--- config.mk ---
export PLATFORM = sky130hd
export DESIGN_NAME = ram_arbiter_flat
export DESIGN_NICKNAME = d
export VERILOG_FILES = /design/src/rtl/nibbler_pkg.sv /design/src/rtl/ram_arbiter_if.sv /design/src/rtl/ram_arbiter.sv /design/src/flat_wrapper.sv
export SDC_FILE = /design/constraint.sdc
export NUM_CORES = 1
export LEC_CHECK = 0
export ABC_AREA = 1
export CAP_MARGIN = 20
export CORE_ASPECT_RATIO = 0.6
export CORE_MARGIN = 1
export CORE_UTILIZATION = 25
export CTS_CLUSTER_SIZE = 28
export DETAILED_ROUTE_END_ITERATION = 12
export PLACE_DENSITY_LB_ADDON = 0.08
export SYNTH_ARGS = -nofsm -noshare
export SYNTH_HDL_FRONTEND = slang
export SYNTH_SLANG_ARGS = --single-unit
--- constraint.sdc ---
create_clock -name clk -period 1.55 [get_ports clk]
set_clock_uncertainty 0.15 [all_clocks]
set_input_delay 0.155 -clock clk [delete_from_list [all_inputs] [get_ports clk]]
set_output_delay 0.155 -clock clk [all_outputs]
set_load 0.1 [all_outputs]
--- src/rtl/nibbler_pkg.sv ---
// nibbler_pkg: shared widths, starvation default and arbiter state encoding.
package nibbler_pkg;
    localparam int ADDR_W = 12;
    localparam int DATA_W = 4;
    localparam int CNT_W = 3;
    localparam int STARVE_LIMIT_DEF = 8;
    typedef enum logic [1:0] {IDLE, D_SETUP, D_STROBE, D_ACK} arb_state_e;
endpackage

--- src/rtl/ram_arbiter_if.sv ---
// ram_arbiter_if: CPU, debug and RAM-side signals of the RAM arbiter.
interface ram_arbiter_if;
    import nibbler_pkg::*;
    logic cpuReq, cpuWe, cpuWait, dbgReq, dbgWe, dbgAck, holdCpu, notCsRam, notWeRam;
    logic [ADDR_W-1:0] cpuAddr, dbgAddr, ramAddr;
    logic [DATA_W-1:0] cpuWData, cpuRData, dbgWData, dbgRData, ramWData, ramRData;
    modport slave (
        input  cpuReq, cpuWe, cpuAddr, cpuWData, dbgReq, dbgWe, dbgAddr, dbgWData, ramRData,
        output cpuRData, cpuWait, dbgAck, dbgRData, holdCpu, notCsRam, notWeRam, ramAddr, ramWData
    );
    modport master (
        output cpuReq, cpuWe, cpuAddr, cpuWData, dbgReq, dbgWe, dbgAddr, dbgWData, ramRData,
        input  cpuRData, cpuWait, dbgAck, dbgRData, holdCpu, notCsRam, notWeRam, ramAddr, ramWData
    );
endinterface

--- src/rtl/ram_arbiter.sv ---
// ram_arbiter: shares one RAM port between the CPU (priority, pass-through)
// and a debug/loader port that forces a hold after STARVE_LIMIT lost cycles.
module ram_arbiter
    import nibbler_pkg::*;
#(
    parameter int STARVE_LIMIT = STARVE_LIMIT_DEF
) (
    input logic clk,
    input logic notReset,
    ram_arbiter_if.slave bus
);
    localparam logic [CNT_W-1:0] CNT_TOP = CNT_W'(STARVE_LIMIT - 1);
    arb_state_e state_q, state_d;
    logic [CNT_W-1:0] cnt_q, cnt_d;
    logic hold_q, hold_d, we_q, we_d, pass;
    logic [ADDR_W-1:0] addr_q, addr_d;
    logic [DATA_W-1:0] wdata_q, wdata_d, rdata_q, rdata_d;

    assign pass = (state_q == IDLE) && !hold_q;

    always_ff @(posedge clk or negedge notReset) begin
        if (!notReset) begin
            state_q <= IDLE;
            cnt_q <= '0;
            hold_q <= 1'b0;
            we_q <= 1'b0;
            addr_q <= '0;
            wdata_q <= '0;
            rdata_q <= '0;
        end else begin
            state_q <= state_d;
            cnt_q <= cnt_d;
            hold_q <= hold_d;
            we_q <= we_d;
            addr_q <= addr_d;
            wdata_q <= wdata_d;
            rdata_q <= rdata_d;
        end
    end

    always_comb begin
        state_d = state_q;
        cnt_d = cnt_q;
        hold_d = hold_q;
        we_d = we_q;
        addr_d = addr_q;
        wdata_d = wdata_q;
        rdata_d = rdata_q;
        case (state_q)
            IDLE: begin
                // a hold with no request left behind simply releases the CPU
                if (!bus.dbgReq) begin
                    cnt_d = '0;
                    hold_d = 1'b0;
                end else if (bus.cpuReq && !hold_q) begin
                    if (cnt_q == CNT_TOP) hold_d = 1'b1;
                    else cnt_d = cnt_q + 1'b1;
                end else begin
                    state_d = D_SETUP;
                    cnt_d = '0;
                    we_d = bus.dbgWe;
                    addr_d = bus.dbgAddr;
                    wdata_d = bus.dbgWData;
                end
            end
            D_SETUP: state_d = D_STROBE;
            D_STROBE: begin
                state_d = D_ACK;
                rdata_d = we_q ? rdata_q : bus.ramRData;
            end
            default: begin
                state_d = IDLE;
                hold_d = 1'b0;
            end
        endcase
    end

    assign bus.ramAddr = pass ? bus.cpuAddr : addr_q;
    assign bus.ramWData = pass ? bus.cpuWData : wdata_q;
    assign bus.notCsRam = pass ? !bus.cpuReq : (state_q != D_STROBE);
    assign bus.notWeRam = pass ? !(bus.cpuReq && bus.cpuWe) : !((state_q == D_STROBE) && we_q);
    assign bus.cpuRData = bus.ramRData;
    assign bus.cpuWait = bus.cpuReq && !pass;
    assign bus.dbgAck = state_q == D_ACK;
    assign bus.dbgRData = rdata_q;
    assign bus.holdCpu = hold_q;
endmodule

--- src/flat_wrapper.sv ---
// flat-port wrapper written by rule: the top's interface ports become plain ports
module ram_arbiter_flat import nibbler_pkg::*;
#(
    parameter int STARVE_LIMIT = STARVE_LIMIT_DEF
)
  (clk, notReset, bus_cpuReq, bus_cpuWe, bus_cpuAddr, bus_cpuWData, bus_dbgReq, bus_dbgWe, bus_dbgAddr, bus_dbgWData, bus_ramRData, bus_cpuRData, bus_cpuWait, bus_dbgAck, bus_dbgRData, bus_holdCpu, bus_notCsRam, bus_notWeRam, bus_ramAddr, bus_ramWData);
  ram_arbiter_if bus_i ();
  input logic clk;
  input logic notReset;
  input wire logic [$bits(bus_i.cpuReq)-1:0] bus_cpuReq;
  input wire logic [$bits(bus_i.cpuWe)-1:0] bus_cpuWe;
  input wire logic [$bits(bus_i.cpuAddr)-1:0] bus_cpuAddr;
  input wire logic [$bits(bus_i.cpuWData)-1:0] bus_cpuWData;
  input wire logic [$bits(bus_i.dbgReq)-1:0] bus_dbgReq;
  input wire logic [$bits(bus_i.dbgWe)-1:0] bus_dbgWe;
  input wire logic [$bits(bus_i.dbgAddr)-1:0] bus_dbgAddr;
  input wire logic [$bits(bus_i.dbgWData)-1:0] bus_dbgWData;
  input wire logic [$bits(bus_i.ramRData)-1:0] bus_ramRData;
  output wire logic [$bits(bus_i.cpuRData)-1:0] bus_cpuRData;
  output wire logic [$bits(bus_i.cpuWait)-1:0] bus_cpuWait;
  output wire logic [$bits(bus_i.dbgAck)-1:0] bus_dbgAck;
  output wire logic [$bits(bus_i.dbgRData)-1:0] bus_dbgRData;
  output wire logic [$bits(bus_i.holdCpu)-1:0] bus_holdCpu;
  output wire logic [$bits(bus_i.notCsRam)-1:0] bus_notCsRam;
  output wire logic [$bits(bus_i.notWeRam)-1:0] bus_notWeRam;
  output wire logic [$bits(bus_i.ramAddr)-1:0] bus_ramAddr;
  output wire logic [$bits(bus_i.ramWData)-1:0] bus_ramWData;
  assign bus_i.cpuReq = bus_cpuReq;
  assign bus_i.cpuWe = bus_cpuWe;
  assign bus_i.cpuAddr = bus_cpuAddr;
  assign bus_i.cpuWData = bus_cpuWData;
  assign bus_i.dbgReq = bus_dbgReq;
  assign bus_i.dbgWe = bus_dbgWe;
  assign bus_i.dbgAddr = bus_dbgAddr;
  assign bus_i.dbgWData = bus_dbgWData;
  assign bus_i.ramRData = bus_ramRData;
  assign bus_cpuRData = bus_i.cpuRData;
  assign bus_cpuWait = bus_i.cpuWait;
  assign bus_dbgAck = bus_i.dbgAck;
  assign bus_dbgRData = bus_i.dbgRData;
  assign bus_holdCpu = bus_i.holdCpu;
  assign bus_notCsRam = bus_i.notCsRam;
  assign bus_notWeRam = bus_i.notWeRam;
  assign bus_ramAddr = bus_i.ramAddr;
  assign bus_ramWData = bus_i.ramWData;
  ram_arbiter #(.STARVE_LIMIT(STARVE_LIMIT)) u_core (.clk(clk), .notReset(notReset), .bus(bus_i));
endmodule
==> tab_implementation.tex, run 1 <==
\begin{tabular}{lr}
\hline
Metric & Value \\
\hline
\multicolumn{2}{l}{\textbf{GRT}} \\
Initial antenna violation count & 0 \\
Grt total ovfl & 0 \\
Wire length of the first global-routing pass & 7093 microns \\
Largest net degree at the start of global routing & 28 \\
Aggregate global-route resource usage & 15.15\% \\
Number of global-route vias before repair & 1441 \\
\multicolumn{2}{l}{\textbf{Placement}} \\
Placed inst area & 3102 sq um \\
Final weighted congestion of routability-driven global placement & 0.7250 \\
Count of input and output buffers & 70 \\
Detailed Place HPWL & 3381 microns \\
\multicolumn{2}{l}{\textbf{STA}} \\
Final critical-path share of the clock period & 127.6\% \\
Slew at the pin closest to its max-slew limit & 0.3603 ns \\
Count of final hold-check violations & 0 \\
Setup repair after global routing missed its margin & yes \\
Highest achievable clock rate & 0.5056 GHz \\
Post-route worst hold slack & 0.08635 ns \\
Time the worst path needs with I/O delays and setup & 1.978 ns \\
Pins Over Slew Limit & 0 \\
Tightest slew margin relative to the limit & 75.98\% \\
Post-route setup slack & -0.4278 ns \\
Final Setup Violations & 39 \\
\multicolumn{2}{l}{\textbf{Setup path}} \\
Most repeated library cell on the critical path & sky130\_fd\_sc\_hd\_\_buf\_12 \\
Max stage delay cell, worst path & sky130\_fd\_sc\_hd\_\_dfrtp\_1 \\
Largest fanout on the critical path & 5 \\
Critical path type & flip-flop to output pin \\
Data required time at the worst endpoint & 1.24 ns \\
Critical Path End Type & output pin \\
Crit path arrival time & 1.67 ns \\
Worst R2R Setup Slack & -0.18 ns \\
Worst reg-to-reg path cell count & 11 \\
Startpoint kind of the worst setup timing path & flip-flop \\
Critical-path cell list & inv\_2 > ha\_4 > buf\_4 > buf\_12 > nand2\_4 > nand2\_1 > nand2\_8 > buf\_12 \\
Max incr delay on CP & 0.37 ns \\
\multicolumn{2}{l}{\textbf{Clock network}} \\
CTS tree & built \\
Root buf cell & sky130\_fd\_sc\_hd\_\_clkbuf\_8 \\
Clock-pin slew on the worst setup and hold paths & 0.10 ns \\
TritonCTS buffer count & 3 \\
H-tree depth reported by CTS & 1 \\
Skew-Pair Late Insertion Delay & 0.28 ns \\
CTS Buffer Depth & 2 \\
Num Clock Sinks & 27 \\
\multicolumn{2}{l}{\textbf{Status}} \\
Failing checks & setup timing \\
Result of the run & finished with violations \\
\multicolumn{2}{l}{\textbf{Logic synthesis}} \\
Gate Count Post-Synth & 204 \\
Part of the Yosys area used for sequential elements & 45.34\% \\
Yosys warns & 0 \\
Most used flip-flop cell after synthesis & sky130\_fd\_sc\_hd\_\_dfrtp\_1 \\
Library cells used by synthesis & 19 \\
Number of nets in the synthesized netlist & 251 \\
Number of register bits inferred by synthesis & 27 \\
EDFF count, synth & 0 \\
Proportion of register bits with asynchronous set or reset after synthesis & 100.0\% \\
Synth Area per Inst & 7.305 sq um \\
Summed instance area of the synthesized netlist & 1490 sq um \\
\multicolumn{2}{l}{\textbf{Route}} \\
Via total after detailed routing & 1594 \\
Post-route antenna net violation count & 0 \\
Final routed wire length divided by cell count & 12.58 microns \\
WL final & 4706 microns \\
Initial DRC count & 43 \\
Number of DRC violations after detailed routing & 0 \\
First-pass iteration count of the detailed router & 4 \\
Vias per Instance & 4.262 \\
\multicolumn{2}{l}{\textbf{Cells and area}} \\
Number of fillers in the final layout & 478 \\
Fraction of final layout cells sized beyond drive strength 1 & 43.54\% \\
Net count reported at finish & 342 \\
Most common cell after layout, fill and taps aside & sky130\_fd\_sc\_hd\_\_nand2\_1 \\
Antenna cell count & 0 \\
Final cell area excluding filler cells & 3393 sq um \\
Most used cells in the layout excluding fill and tap cells & 62 x sky130\_fd\_sc\_hd\_\_nand2\_1, 41 x sky130\_fd\_sc\_hd\_\_clkdlybuf4s50\_1, 33 x sky130\_fd\_sc\_hd\_\_buf\_12, 26 x sky130\_fd\_sc\_hd\_\_dfrtp\_1, 23 x sky130\_fd\_sc\_hd\_\_nand3\_1 \\
Area delta synth->final & 127.7\% \\
\multicolumn{2}{l}{\textbf{Die}} \\
Overall die width & 101.7 microns \\
Die span in y & 61.81 microns \\
Core box area & 5649 sq um \\
Top-level port count & 71 \\
Area of the die & 6284 sq um \\
Standard-cell row count & 21 \\
Initial standard-cell utilization of the core & 26.38\% \\
\multicolumn{2}{l}{\textbf{Min path}} \\
Class of the worst hold path & primary input to asynchronous set/reset pin \\
\multicolumn{2}{l}{\textbf{Job}} \\
MaxCap Viol Count & 0 \\
\hline
\end{tabular}
==> cells by family after synthesis <==
group | share of synthesized area (%)
simple gates | 40.97
flops | 45.34
buf+inv | 7.557
compound gates | 1.931
fa+ha+maj | 4.198
==> per-stage QoR <==
step	setup slack (ns)	util [%]	TNS [ns]	instances
after floorplan	-0.2056	-	-1.950	204
after global placement	-0.09854	54.91	-1.014	361
after detailed placement	-0.1192	54.91	-1.291	361
after CTS	-0.4251	56.83	-7.495	368
after global routing	-0.4924	60.07	-12.25	374
final	-0.4278	60.07	-9.396	374
==> worst max-delay path, delay by kind of cell (launching register included) <==
kind,cells,cell delay (ns)
flip-flops,1,0.37
adder cells (fa/ha/maj),1,0.16
buffers and inverters,4,0.49
AND/OR/NAND/NOR,3,0.35
==> state kept, by name, indices dropped and copies added, names as in the netlist <==
register             cells
u_core.wdata_q           4
u_core.bus.dbgRData      4
u_core.cnt_q             3
u_core.bus.holdCpu       1
u_core.state_q           2
u_core.we_q              1
u_core.addr_q           12
==> metal layers <==
layer | up-vias | share of wire, % | global-route usage (%)
met1 | 732 | 49 | 20.90
met3 | 4 | 5.1 | 4.139
li1 | 820 | - | -
met5 | - | 0 | 0
met4 | 0 | 0.62 | 3.106
met2 | 38 | 45 | 24.13
==> final cells by class <==
| cell class | instances | area, sq um | share of cell area (%) |
|---|---|---|---|
| multi-input cells | 160 | 1270 | 37.43 |
| repair buffers | 92 | 1239 | 36.50 |
| flip-flops and latches | 27 | 679.4 | 20.02 |
| well taps | 80 | 100.1 | 2.950 |
| inverters | 11 | 56.30 | 1.659 |
| clock buffers | 3 | 41.29 | 1.217 |
| clock inverters | 1 | 7.507 | 0.2212 |
==> repair_timing <==
action                                  in CTS  in global routing
gates resized for setup                     13                 33
cloned                                       2                  2
pin swaps                                    3                 10
buffers inserted                             2                  4
hold endpoints to repair                     0                  0
hold buffers                                 0                  0
endpoints found under the setup margin      21                 40
==> cell usage after synthesis (2+ instances only) <==
cell type,count,area share (%)
sky130_fd_sc_hd__nand2_4,2,1.5
sky130_fd_sc_hd__buf_2,2,0.67
sky130_fd_sc_hd__a21oi_1,2,0.67
sky130_fd_sc_hd__buf_6,2,1.5
sky130_fd_sc_hd__ha_1,5,4.2
sky130_fd_sc_hd__nand2_1,108,27
sky130_fd_sc_hd__dfrtp_1,27,45
sky130_fd_sc_hd__inv_2,2,0.50
sky130_fd_sc_hd__buf_4,5,2.5
sky130_fd_sc_hd__nand2_2,2,0.84
sky130_fd_sc_hd__inv_1,8,2.0
sky130_fd_sc_hd__nand3_1,23,7.7
sky130_fd_sc_hd__nor2_1,10,2.5
==> final timing paths <==
| path | startpoint | end |
|---|---|---|
| setup / recovery | u_core.state_q[0]$_DFFE_PN0P_ | bus_ramWData[0] |
| hold / removal | notReset | u_core.state_q[1]$_DFFE_PN0P_ |
| setup reg to reg | u_core.state_q[0]$_DFFE_PN0P_ | u_core.addr_q[4]$_DFFE_PN0P_ |
| hold reg to reg | u_core.wdata_q[0]$_DFFE_PN0P_ | u_core.wdata_q[0]$_DFFE_PN0P_ |
| max in group asynchronous | notReset | u_core.bus.holdCpu$_DFFE_PN0P_ |
| min in group clk | bus_dbgAddr[10] | u_core.addr_q[10]$_DFFE_PN0P_ |
Power of run 1 is not shown: default switching activity piles up to over one toggle a cycle in this logic, so the estimate is an artifact.
==> run 2, diff against run 1 <==
--- a/config.mk
+++ b/config.mk
@@ -12,6 +12,7 @@
 export CORE_UTILIZATION = 25
 export CTS_CLUSTER_SIZE = 28
 export DETAILED_ROUTE_END_ITERATION = 12
+export DONT_BUFFER_PORTS = 1
 export PLACE_DENSITY_LB_ADDON = 0.08
 export SYNTH_ARGS = -nofsm -noshare
 export SYNTH_HDL_FRONTEND = slang
==> constraint.sdc (replaced) <==
create_clock -name clk -period 1.9 [get_ports clk]
set_clock_uncertainty 0.15 [all_clocks]
set_input_delay 0.19 -clock clk [delete_from_list [all_inputs] [get_ports clk]]
set_output_delay 0.19 -clock clk [all_outputs]
set_load 0.1 [all_outputs]
==> tab_implementation.tex, run 2 (synthesis results as in run 1) <==
\begin{tabular}{lr}
\hline
Metric & Value \\
\hline
\multicolumn{2}{l}{\textbf{Status}} \\
Result of the run & finished with violations \\
Failing checks & setup timing \\
\multicolumn{2}{l}{\textbf{GRT}} \\
Largest net degree at the start of global routing & 28 \\
Grt total ovfl & 0 \\
Initial antenna violation count & 0 \\
Wire length of the first global-routing pass & 7417 microns \\
Number of global-route vias before repair & 1494 \\
Aggregate global-route resource usage & 15.96\% \\
\multicolumn{2}{l}{\textbf{Die}} \\
Die span in y & 61.81 microns \\
Top-level port count & 71 \\
Area of the die & 6284 sq um \\
Overall die width & 101.7 microns \\
Standard-cell row count & 21 \\
Initial standard-cell utilization of the core & 26.38\% \\
Core box area & 5649 sq um \\
\multicolumn{2}{l}{\textbf{Route}} \\
Met1 routed wirelength after detailed routing & 2186 microns \\
Number of DRC violations after detailed routing & 0 \\
Initial DRC count & 47 \\
Met3 layer wire length in the routed design & 239 microns \\
Vias per Instance & 4.450 \\
First-pass iteration count of the detailed router & 4 \\
Via total after detailed routing & 1513 \\
Met2 routed WL & 2439 microns \\
WL final & 4901 microns \\
Post-route antenna net violation count & 0 \\
Final routed wire length divided by cell count & 14.41 microns \\
Top Layer Used & met4 \\
\multicolumn{2}{l}{\textbf{Cells and area}} \\
Number of fillers in the final layout & 551 \\
Register with the most flip-flops & u\_core.addr\_q \\
Most common cell after layout, fill and taps aside & sky130\_fd\_sc\_hd\_\_nand2\_1 \\
Antenna cell count & 0 \\
Largest register FFs & 12 \\
Area delta synth->final & 80.02\% \\
Sequential cell area & 679.4 sq um \\
Fraction of final layout cells sized beyond drive strength 1 & 36.15\% \\
Non-filler instance count after layout & 340 \\
Final cell area excluding filler cells & 2683 sq um \\
Net count reported at finish & 308 \\
Area of combinational cells with multiple inputs & 1003 sq um \\
Most used cells in the layout excluding fill and tap cells & 72 x sky130\_fd\_sc\_hd\_\_nand2\_1, 30 x sky130\_fd\_sc\_hd\_\_nand2\_4, 26 x sky130\_fd\_sc\_hd\_\_dfrtp\_1, 23 x sky130\_fd\_sc\_hd\_\_nand3\_1, 23 x sky130\_fd\_sc\_hd\_\_dlygate4sd3\_1 \\
Utilization after layout & 47.49\% \\
\multicolumn{2}{l}{\textbf{Setup path}} \\
Reg2Reg Launch Point & u\_core.state\_q[0]\$\_DFFE\_PN0P\_ \\
Crit path arrival time & 1.65 ns \\
Startpoint kind of the worst setup timing path & flip-flop \\
Critical Path End Type & output pin \\
Largest fanout on the critical path & 3 \\
Most repeated library cell on the critical path & sky130\_fd\_sc\_hd\_\_buf\_6 \\
Max incr delay on CP & 0.41 ns \\
Max stage delay cell, worst path & sky130\_fd\_sc\_hd\_\_dfrtp\_1 \\
Critical path type & flip-flop to output pin \\
Critical-path cell list & inv\_2 > ha\_4 > inv\_4 > nor2\_4 > buf\_6 > buf\_6 > o21a\_4 > buf\_12 \\
Worst R2R Setup Slack & 0.31 ns \\
Launching instance or port of the critical path & u\_core.state\_q[0]\$\_DFFE\_PN0P\_ \\
Data required time at the worst endpoint & 1.56 ns \\
Worst reg-to-reg path cell count & 8 \\
Worst setup path endpoint & bus\_notCsRam \\
Worst reg2reg path endpoint & u\_core.bus.holdCpu\$\_DFFE\_PN0P\_ \\
\multicolumn{2}{l}{\textbf{STA}} \\
Count of final hold-check violations & 0 \\
Tightest slew margin relative to the limit & 80.75\% \\
Time the worst path needs with I/O delays and setup & 1.988 ns \\
Highest achievable clock rate & 0.5030 GHz \\
Final critical-path share of the clock period & 104.6\% \\
Post-route setup slack & -0.08822 ns \\
Slew at the pin closest to its max-slew limit & 0.2888 ns \\
Pins Over Slew Limit & 0 \\
Final Setup Violations & 17 \\
Setup repair after global routing missed its margin & yes \\
\multicolumn{2}{l}{\textbf{Clock network}} \\
CTS tree & built \\
H-tree depth reported by CTS & 1 \\
Clock-pin slew on the worst setup and hold paths & 0.09 ns \\
TritonCTS buffer count & 3 \\
Num Clock Sinks & 27 \\
CTS Buffer Depth & 2 \\
Skew-Pair Late Insertion Delay & 0.27 ns \\
Root buf cell & sky130\_fd\_sc\_hd\_\_clkbuf\_8 \\
\multicolumn{2}{l}{\textbf{Placement}} \\
Count of input and output buffers & 0 \\
Pre-CTS setup slack & 0.06984 ns \\
Placed inst area & 2056 sq um \\
Final weighted congestion of routability-driven global placement & 0.8234 \\
Detailed Place HPWL & 3163 microns \\
Inst Count DP & 304 \\
\multicolumn{2}{l}{\textbf{Min path}} \\
Class of the worst hold path & primary input to flip-flop \\
\multicolumn{2}{l}{\textbf{Job}} \\
MaxCap Viol Count & 0 \\
\hline
\end{tabular}
-- run 2: cell types whose count changed in the layout (fill, tap and decap cells not counted), moves of 10 or more --
cell	delta
sky130_fd_sc_hd__buf_12	-11
sky130_fd_sc_hd__clkdlybuf4s50_1	-41
sky130_fd_sc_hd__dlygate4sd3_1	+23
sky130_fd_sc_hd__nand2_1	+10
sky130_fd_sc_hd__nand2_4	+16
sky130_fd_sc_hd__nand2_8	-20
-- run 2: how the worst min path moves through the flow --
stage / startpoint / endpoint / slack (ns) / cells past startpoint
final: bus_dbgReq / u_core.state_q[1]$_DFFE_PN0P_ / 0.08 / 3
after floorplan: notReset / u_core.addr_q[0]$_DFFE_PN0P_ / -0.26 / 0
after CTS: bus_dbgReq / u_core.cnt_q[2]$_DFFE_PN0P_ / 0.06 / 4
after detailed placement: notReset / u_core.addr_q[1]$_DFFE_PN0P_ / -0.25 / 0
after global routing: bus_dbgReq / u_core.cnt_q[2]$_DFFE_PN0P_ / 0.07 / 4
after global placement: notReset / u_core.addr_q[1]$_DFFE_PN0P_ / -0.25 / 0
-- run 2: final cells by class --
type | instances | area share, %
Sequential cell | 27 | 25.33
Inverter | 11 | 1.679
Tap cell | 80 | 3.731
Clock buffer | 4 | 1.679
Multi-Input combinational cell | 157 | 37.41
Timing Repair Buffer | 61 | 30.18
-- run 2: repair_timing --
item / in CTS / in global routing
pin swaps: 11 / 27
gates resized for setup: 38 / 27
gates cloned: 1 / 0
buffers inserted: 8 / 0
endpoints found under the setup margin: 18 / 19
hold endpoints to repair: 50 / 0
hold buffers: 24 / 0
-- run 2: critical path, delay by kind of cell, from the launching register on --
kind,cells,cell delay [ns]
buffers and inverters,5,0.52
AO/OA/AOI/OAI,1,0.12
flip-flops,1,0.41
adder cells (fa/ha/maj),1,0.15
AND/OR/NAND/NOR,1,0.16
-- run 2: stage by stage --
| stage | TNS, ns | hold WS [ns] |
|---|---|---|
| CTS | -1.499 | 0.06122 |
| global route | -2.432 | 0.07492 |
| global placement | 0 | -0.2547 |
| detailed placement | 0 | -0.2545 |
| floorplan | -0.01160 | -0.2556 |
| finish | -1.125 | 0.07874 |
-- run 2: routing by layer --
layer,global-route usage [%],vias up
met5,0,-
met4,4.762,0
met3,4.139,4
met2,26.64,46
met1,20.76,719
li1,-,744
Power of run 2 is left out for the same reason.
==> run 3, diff against run 2 <==
--- a/config.mk
+++ b/config.mk
@@ -8,7 +8,7 @@
 export ABC_AREA = 1
 export CAP_MARGIN = 20
 export CORE_ASPECT_RATIO = 0.6
-export CORE_MARGIN = 1
+export CORE_MARGIN = 3
 export CORE_UTILIZATION = 25
 export CTS_CLUSTER_SIZE = 28
 export DETAILED_ROUTE_END_ITERATION = 12
==> tab_implementation.tex, run 3 (synthesis results as in run 1) <==
\begin{tabular}{lr}
\hline
Metric & Value \\
\hline
\multicolumn{2}{l}{\textbf{Status}} \\
Result of the run & finished with violations \\
Failing checks & setup timing \\
\multicolumn{2}{l}{\textbf{Route}} \\
First-pass iteration count of the detailed router & 4 \\
Via total after detailed routing & 1441 \\
WL final & 4124 microns \\
Initial DRC count & 52 \\
Final routed wire length divided by cell count & 12.27 microns \\
Post-route antenna net violation count & 0 \\
Vias per Instance & 4.289 \\
Number of DRC violations after detailed routing & 0 \\
\multicolumn{2}{l}{\textbf{Setup path}} \\
Data required time at the worst endpoint & 1.56 ns \\
Critical Path End Type & output pin \\
Worst R2R Setup Slack & 0.37 ns \\
Startpoint kind of the worst setup timing path & flip-flop \\
Critical path type & flip-flop to output pin \\
Crit path arrival time & 1.60 ns \\
Largest fanout on the critical path & 4 \\
\multicolumn{2}{l}{\textbf{Clock network}} \\
CTS Buffer Depth & 2 \\
TritonCTS buffer count & 3 \\
Skew-Pair Late Insertion Delay & 0.27 ns \\
CTS tree & built \\
Clock-pin slew on the worst setup and hold paths & 0.09 ns \\
H-tree depth reported by CTS & 1 \\
Root buf cell & sky130\_fd\_sc\_hd\_\_clkbuf\_8 \\
Num Clock Sinks & 27 \\
\multicolumn{2}{l}{\textbf{Die}} \\
Standard-cell row count & 21 \\
Overall die width & 105.7 microns \\
Die span in y & 65.81 microns \\
Core box area & 5675 sq um \\
Area of the die & 6954 sq um \\
Top-level port count & 71 \\
Initial standard-cell utilization of the core & 26.26\% \\
\multicolumn{2}{l}{\textbf{Job}} \\
MaxCap Viol Count & 0 \\
\multicolumn{2}{l}{\textbf{STA}} \\
Final Setup Violations & 15 \\
Post-route setup slack & -0.04495 ns \\
Time the worst path needs with I/O delays and setup & 1.945 ns \\
Pins Over Slew Limit & 0 \\
Post-route worst hold slack & 0.03709 ns \\
Highest achievable clock rate & 0.5142 GHz \\
Tightest slew margin relative to the limit & 80.79\% \\
Slew at the pin closest to its max-slew limit & 0.2881 ns \\
Setup repair after global routing missed its margin & yes \\
Count of final hold-check violations & 0 \\
Final critical-path share of the clock period & 102.4\% \\
\multicolumn{2}{l}{\textbf{GRT}} \\
Initial antenna violation count & 0 \\
Largest net degree at the start of global routing & 28 \\
Number of global-route vias before repair & 1455 \\
Grt total ovfl & 0 \\
Aggregate global-route resource usage & 12.58\% \\
Wire length of the first global-routing pass & 7044 microns \\
\multicolumn{2}{l}{\textbf{Min path}} \\
Class of the worst hold path & primary input to flip-flop \\
\multicolumn{2}{l}{\textbf{Placement}} \\
Detailed Place HPWL & 3139 microns \\
Count of input and output buffers & 0 \\
Final weighted congestion of routability-driven global placement & 0.8077 \\
\multicolumn{2}{l}{\textbf{Cells and area}} \\
Most used cells in the layout excluding fill and tap cells & 92 x sky130\_fd\_sc\_hd\_\_nand2\_1, 26 x sky130\_fd\_sc\_hd\_\_dfrtp\_1, 23 x sky130\_fd\_sc\_hd\_\_nand3\_1, 22 x sky130\_fd\_sc\_hd\_\_dlygate4sd3\_1, 21 x sky130\_fd\_sc\_hd\_\_buf\_12 \\
Net count reported at finish & 304 \\
Largest register FFs & 12 \\
Register with the most flip-flops & u\_core.addr\_q \\
Most common cell after layout, fill and taps aside & sky130\_fd\_sc\_hd\_\_nand2\_1 \\
Area delta synth->final & 61.38\% \\
Fraction of final layout cells sized beyond drive strength 1 & 27.34\% \\
Antenna cell count & 0 \\
\hline
\end{tabular}
[run 3: worst max-delay path: stages (launching register included)]
cell                      delay, ns
sky130_fd_sc_hd__dfrtp_1       0.40
sky130_fd_sc_hd__inv_2         0.09
sky130_fd_sc_hd__ha_4          0.17
sky130_fd_sc_hd__inv_4         0.05
sky130_fd_sc_hd__nor2_4        0.12
sky130_fd_sc_hd__buf_4         0.14
sky130_fd_sc_hd__nand2_2       0.06
sky130_fd_sc_hd__o21a_2        0.14
sky130_fd_sc_hd__buf_12        0.17
[run 3: final timing paths]
| path | startpoint | to | cells past startpoint |
|---|---|---|---|
| max | u_core.state_q[0]$_DFFE_PN0P_ | bus_notCsRam | 8 |
| min | bus_dbgReq | u_core.cnt_q[2]$_DFFE_PN0P_ | 4 |
| max reg2reg | u_core.state_q[0]$_DFFE_PN0P_ | u_core.state_q[0]$_DFFE_PN0P_ | 10 |
| min reg2reg | u_core.addr_q[5]$_DFFE_PN0P_ | u_core.addr_q[5]$_DFFE_PN0P_ | 2 |
| max in group asynchronous | notReset | u_core.bus.holdCpu$_DFFE_PN0P_ | 2 |
| min in group asynchronous | notReset | u_core.addr_q[7]$_DFFE_PN0P_ | 2 |
[run 3: stage by stage]
step           utilization, %  worst slack (ns)   TNS, ns  cell area (sq um)  cells
2_1_floorplan               -          -0.01160  -0.01160               1558    204
3_3_place_gp            36.09            0.1459         0               2048    303
3_5_place_dp            36.09           0.09535         0               2048    303
4_1_cts                 42.04          -0.07019    -1.020               2386    334
5_1_grt                 42.37           -0.1511    -2.274               2405    336
6_report                42.37          -0.04495   -0.1287               2405    336
[run 3: routing by layer]
metal | vias up | GRT usage (%) | wire length, microns
met5 | - | 0 | 0
met4 | 0 | 2.100 | 28
met3 | 4 | 4.488 | 314
met2 | 36 | 20.56 | 1821
met1 | 669 | 16.39 | 1960
li1 | 732 | - | -
[run 3: cell type report]
cell class | count | area, sq um
repair buffers | 57 | 753.2
well taps | 80 | 100.1
flip-flops and latches | 27 | 679.4
clock inverters | 1 | 5.005
multi-input cells | 157 | 780.7
inverters | 11 | 45.04
clock buffers | 3 | 41.29
fillers | 613 | 3271
[run 3: what timing repair did]
| item | CTS | global route |
|---|---|---|
| hold buffers | 23 | 0 |
| buffers inserted | 4 | 2 |
| hold endpoints to repair | 48 | 0 |
| resized for setup | 6 | 1 |
| pin swaps | 2 | 1 |
| setup endpoints to repair | 19 | 18 |
Power of run 3 is left out for the same reason.
